--- src/rtl/pulsador_antirrebote.sv ---
// rtl/pulsador_antirrebote.sv - pedestrian button synchroniser, debouncer and request/lockout FSM
module pulsador_antirrebote #(
  parameter int DEBOUNCE_CYCLES = 16,
  parameter int LOCKOUT_CYCLES  = 64
) (
  input  logic       clk,
  input  logic       rst,
  input  logic       boton_in,
  input  logic       ack,
  output logic       pulsador,
  output logic       estable,
  output logic       pulso,
  output logic [3:0] descartes
);

  localparam int DW = (DEBOUNCE_CYCLES > 1) ? $clog2(DEBOUNCE_CYCLES) : 1;
  localparam int LW = (LOCKOUT_CYCLES > 1) ? $clog2(LOCKOUT_CYCLES) : 1;
  localparam logic [DW-1:0] DB_LAST   = DW'(DEBOUNCE_CYCLES - 1);
  localparam logic [LW-1:0] LOCK_LOAD = LW'(LOCKOUT_CYCLES - 1);

  typedef enum logic [1:0] {
    IDLE = 2'd0,
    PEND = 2'd1,
    LOCK = 2'd2
  } state_t;

  logic          boton_m;
  logic          boton_s;
  logic [DW-1:0] db_cnt;
  logic          db_done;
  logic [LW-1:0] lock_cnt;
  state_t        state;
  state_t        state_next;
  logic          pulsador_next;

  // Two-flop synchroniser bringing the raw button into the clk domain
  always_ff @(posedge clk or posedge rst) begin
    if (rst) begin
      boton_m <= 1'b0;
      boton_s <= 1'b0;
    end else begin
      boton_m <= boton_in;
      boton_s <= boton_m;
    end
  end

  // The synchronised level has disagreed long enough to be accepted this edge
  assign db_done = (boton_s != estable) && (db_cnt == DB_LAST);

  // Debounce: any agreement with the current level restarts the count
  always_ff @(posedge clk or posedge rst) begin
    if (rst) begin
      db_cnt  <= '0;
      estable <= 1'b0;
      pulso   <= 1'b0;
    end else begin
      pulso <= db_done & boton_s;
      if (boton_s == estable) begin
        db_cnt <= '0;
      end else if (db_done) begin
        db_cnt  <= '0;
        estable <= boton_s;
      end else begin
        db_cnt <= db_cnt + 1'b1;
      end
    end
  end

  // State register, with the request output registered alongside it
  always_ff @(posedge clk or posedge rst) begin
    if (rst) begin
      state    <= IDLE;
      pulsador <= 1'b0;
    end else begin
      state    <= state_next;
      pulsador <= pulsador_next;
    end
  end

  // Next-state logic; ack outside PEND is ignored and a pulso in PEND merges
  always_comb begin
    state_next = state;
    case (state)
      IDLE:    if (pulso) state_next = PEND;
      PEND:    if (ack) state_next = LOCK;
      LOCK:    if (lock_cnt == '0) state_next = IDLE;
      default: state_next = IDLE;
    endcase
  end

  // Output logic: the request is held exactly while the FSM sits in PEND
  always_comb begin
    pulsador_next = (state_next == PEND);
  end

  // Lockout timer: loaded on the accepting ack, counts down to the IDLE exit
  always_ff @(posedge clk or posedge rst) begin
    if (rst) begin
      lock_cnt <= '0;
    end else if (state == PEND && ack) begin
      lock_cnt <= LOCK_LOAD;
    end else if (state == LOCK && lock_cnt != '0) begin
      lock_cnt <= lock_cnt - 1'b1;
    end
  end

  // Saturating tally of presses swallowed by the lockout window
  always_ff @(posedge clk or posedge rst) begin
    if (rst) begin
      descartes <= 4'd0;
    end else if (state == LOCK && pulso && descartes != 4'hF) begin
      descartes <= descartes + 4'd1;
    end
  end

endmodule

--- config.mk ---
export PLATFORM = sky130hd
export DESIGN_NAME = pulsador_antirrebote
export DESIGN_NICKNAME = d
export VERILOG_FILES = /design/src/rtl/pulsador_antirrebote.sv
export SDC_FILE = /design/constraint.sdc
export NUM_CORES = 1
export LEC_CHECK = 0
export CORE_ASPECT_RATIO = 0.8
export CORE_MARGIN = 5
export CORE_UTILIZATION = 30
export CTS_CLUSTER_DIAMETER = 100
export DETAILED_ROUTE_END_ITERATION = 10
export GPL_TIMING_DRIVEN = 0
export SYNTH_ARGS = -nofsm -noshare
export SYNTH_HDL_FRONTEND = slang
export SYNTH_SLANG_ARGS = --single-unit
--- constraint.sdc ---
create_clock -name clk -period 1.8 [get_ports clk]
set_input_delay 0.36 -clock clk [delete_from_list [all_inputs] [get_ports clk]]
set_output_delay 0.36 -clock clk [all_outputs]
set_load 0.02 [all_outputs]
Word-level counts from Yosys, hierarchy flattened
Index checks and enable logic that the tools add are counted.

Flip-flop bits (word level): 21. Output and inout port bits: 7.

Add/subtract/negate cells: 3. Equal/unequal tests: 7. Muxes and demuxes: 8. Bitwise logic cells: 2. Reduce and logical (&&, ||, !) cells: 10.

Operators with widths (number): $mux 6 (2); $add 4x1->4 const B (2); $mux 4 (2); $logic_not 6->1 (1); $mux 2 (3); $pmux 2 s3 (1); $reduce_bool 6->1 (1); $sub 6x1->6 const B (1); $logic_and 1x1->1 (5); $eq 2x1->1 const B (2); $eq 4x4->1 const B (1); $ne 4x4->1 const B (1); $eq 2x2->1 const B (1); $logic_not 2->1 (1); $reduce_and 2->1 (1); $reduce_bool 2->1 (1); $and 1x1->1 (1); $eq 1x1->1 (1); $ne 1x1->1 (1); $not 1->1 (1).

Longest topological paths before layout
Word-level depth: 4. Mapped depth: 5. Gate-level depth less buffers: 5.

Least setup slack after synthesis
OpenSTA, ideal clock, no wires.

Kind: register to register. Start point: register state[0]. End point: register lock_cnt[5]. Library setup time: 69 ps. Arrival: 1418 ps. Required time: 1731 ps. Path slack: 313 ps. Stages on the path, launching flop included: 4. Clock period less this slack: 1487 ps. Cell sequence: dfrtp_1 > or4b_4 > or4_1 > nand3_1.

Word-level cells in the longest chain between the ends: 3. Elaborated cells on any way between the ends: 6. Classes of those cells: eq/ne (2); mux (1); reduce/logical (3).

RTL lines: start, declared (line 32) `state_t state;`; start signal, assigned (line 75) `state <= state_next;`; $eq 2x1->1 or $eq 2x2->1 (tied branches) (line 100, 102); $logic_and 1x1->1 (on tied branches) (line 100, 102); $mux 6 or $reduce_bool 2->1 (tied branches); end signal, assigned (line 103) `lock_cnt <= lock_cnt - 1'b1;`; end, declared (line 31) `logic [LW-1:0] lock_cnt;`.

Several ways; a longest one is shown, not always the timed one. A chain may end at the register's enable or synchronous reset.

Worst setup path after layout
Start point: register pulso. End point: output pulso.

RTL lines: start, declared (line 12) `output logic pulso,`; start signal, assigned (line 57) `pulso <= db_done & boton_s;`.

No word-level cell between the ends.

==> impl_metrics.json <==
{
  "status": "finished clean",
  "r2r-start": "state[0]",
  "final_common_cell": "dfrtp_1",
  "crit_fanout": 5,
  "vias": 620,
  "wl_per_cell_um": 11.80,
  "utilization": 0.3715,
  "holdBufCountCts": 0,
  "slew_violations": 0,
  "syn2layout_area_growth_pct": 21.57,
  "cts_num_sinks": 21,
  "max_freq_ghz": 0.5909,
  "critPathCaptureType": "output pin",
  "via_per_inst": 4.697,
  "finalSetupViolCount": 0,
  "p_per_area_nw_per_um2": 734.9,
  "multi_input_area_um2": 377.9,
  "io_pins": 11,
  "drtIter0Drc": 8,
  "post-cts-setup-buffer-count": 0,
  "hp-class": "reg2reg",
  "required_ns": 1.44,
  "clock_path_buffers": 2,
  "syn_area_um2": 922.1,
  "firstDrtPassIters": 3,
  "synth.net_count": 85,
  "seq_area_frac_synth": 0.5699,
  "grt_pass1_wl_mm": 2.732,
  "fin_crit_ns": 1.692,
  "ys_ff_latch": 21,
  "worst_pin_slew_ns": 0.7939,
  "reg2reg_setup_slack_ns": 0.22,
  "path_clk_slew_ns": 0.08,
  "fin_crit_sh": 0.9402,
  "cts_tree": "yes",
  "holdPathStages": 0,
  "slowest_stage": "clkdlybuf4s50_1",
  "h-tree-depth": 1,
  "ys_warn_count": 0,
  "die_area_um2": 4290,
  "place_worst_setup_slack_ns": 0.2310,
  "drive_gt1_frac": 0.09783,
  "port_buffers": 10,
  "cp.arrival_ns": 1.33,
  "num_antenna_cells": 0,
  "finalWorstSetupSlack_ns": 0.1076,
  "min_to": "boton_s",
  "ant_nets": 0,
  "fin_skew_ns": 0.001680,
  "syn_inst": 78,
  "clockRootBuffer": "clkbuf_8",
  "relSlewSlack": 0.4702,
  "rows": 18,
  "worstReg2RegEnd": "lock_cnt[3]",
  "startpoint": "pulso",
  "core_um2": 3018,
  "syn_area_per_cell_um2": 11.82,
  "routed_wirelength_mm": 1.557,
  "grt_overflow": 0,
  "synthDistinctLibCells": 27,
  "ir_worst_vdd_v": 0.0003981,
  "die_h_um": 59.59,
  "track_usage": 0.08445,
  "critical_path_buf_inv_count": 1,
  "layout_common_cells": "21 x dfrtp_1, 10 x clkdlybuf4s50_1, 6 x nor2_1",
  "critPathKind": "reg2out",
  "regArea_um2": 525.5,
  "cts-resized-gates": 0,
  "max_cap_violations": 0,
  "cp-start-kind": "flip-flop",
  "grt_max_degree": 22,
  "nets": 100,
  "clk_latency_ns": 0.26,
  "routabilityCongestion": 0.7228,
  "critPathTopFamily": "buffers and inverters",
  "critPathMaxStageDelay_ns": 0.63,
  "power.total_mw": 0.8239,
  "numCtsBuffers": 3,
  "die_w_um": 71.99,
  "p_leak_nw": 0.4552,
  "drc": 0,
  "grt_pass1_vias": 626,
  "initial_core_util": 0.3056,
  "antenna_found_initial": 0,
  "path_cells": "clkdlybuf4s50_1",
  "tns_ns": 0,
  "fillers": 299,
  "rsz0062_at_grt": "false",
  "ff2ff_path_depth": 3,
  "hp-start": "boton_m",
  "hold_violations": 0
}
## cell type report
cell class	instances	share of cell area
Sequential cell	21	0.4687
Multi-Input combinational cell	52	0.3371
Timing Repair Buffer	10	0.08929
Tap cell	40	0.04464
Clock buffer	3	0.03683
Inverter	5	0.01674
Clock inverter	1	0.006696
## worst max-delay path by stage
stage | to | slack, ns | cells after the start
global placement | lock_cnt[5] | 0.25 | 3
global route | pulso | 0.05 | 1
floorplan | lock_cnt[5] | 0.31 | 3
CTS | pulso | 0.08 | 1
detailed placement | lock_cnt[3] | 0.23 | 3
finish | pulso | 0.11 | 1
## synth_stat cells
cell	instances	share of area
dfrtp_1	21	0.57
nor2_1	6	0.024
inv_1	5	0.020
xnor2_1	5	0.047
nand3_1	4	0.022
a21oi_1	3	0.016
ha_1	3	0.041
mux2i_1	3	0.033
o21ai_0	3	0.016
mux2_2	2	0.024
nand3b_1	2	0.016
nand4_1	2	0.014
nor3b_1	2	0.016
o211ai_1	2	0.016
o31ai_1	2	0.016
or3_1	2	0.014
and2b_2	1	0.0095
and3_1	1	0.0068
and3b_2	1	0.011
nand2_1	1	0.0041
nand2b_1	1	0.0068
nand4b_1	1	0.0095
nor2b_1	1	0.0068
o21ai_1	1	0.0054
or4_1	1	0.0081
or4b_1	1	0.011
or4b_4	1	0.015
## report_power, final
| part | leakage (nW) | total [mW] | switching, mW | internal (mW) |
|---|---|---|---|---|
| clock | 0.0217 | 0.309 | 0.153 | 0.156 |
| sequential | 0.267 | 0.486 | 0.00650 | 0.479 |
| combinational | 0.167 | 0.0295 | 0.0160 | 0.0134 |
| total | 0.455 | 0.824 | 0.175 | 0.649 |
## metrics by stage
| step | instances | hold slack, ns | area, um^2 |
|---|---|---|---|
| final | 132 | 0.3542 | 1121 |
| after floorplan | 78 | 0.3312 | 922.1 |
| after detailed placement | 128 | 0.3418 | 1072 |
| after global placement | 128 | 0.3404 | 1072 |
| after CTS | 132 | 0.3609 | 1121 |
| after global routing | 132 | 0.3697 | 1121 |
## metal layers
metal | vias to the layer above | wire, um | track usage
li1 | 306 | - | -
met4 | 0 | 28 | 0.04021
met2 | 11 | 745 | 0.1374
met5 | - | 0 | 0
met1 | 301 | 727 | 0.09989
met3 | 2 | 55 | 0.03051
## registers in the layout, summed over array words and instances, names as in the netlist
name / count
lock_cnt: 6
db_cnt: 4
descartes: 4
state: 2
boton_m: 1
boton_s: 1
estable: 1
pulsador: 1
pulso: 1
## worst register-to-register path, delay by kind of cell (launching register included)
kind	cells	cell delay, ns
AO/OA/AOI/OAI	1	0.17
flip-flops	1	0.43
AND/OR/NAND/NOR	2	0.90
## logic make-up after synthesis
| logic type | share of synthesized area |
|---|---|
| mux | 0.05699 |
| xor+xnor | 0.04749 |
| fa+ha+maj | 0.04071 |
| buf+inv | 0.02035 |
| flops | 0.5699 |
| compound gates | 0.07053 |
| simple gates | 0.1940 |
Note: power is estimated with default switching activity, not from simulation.
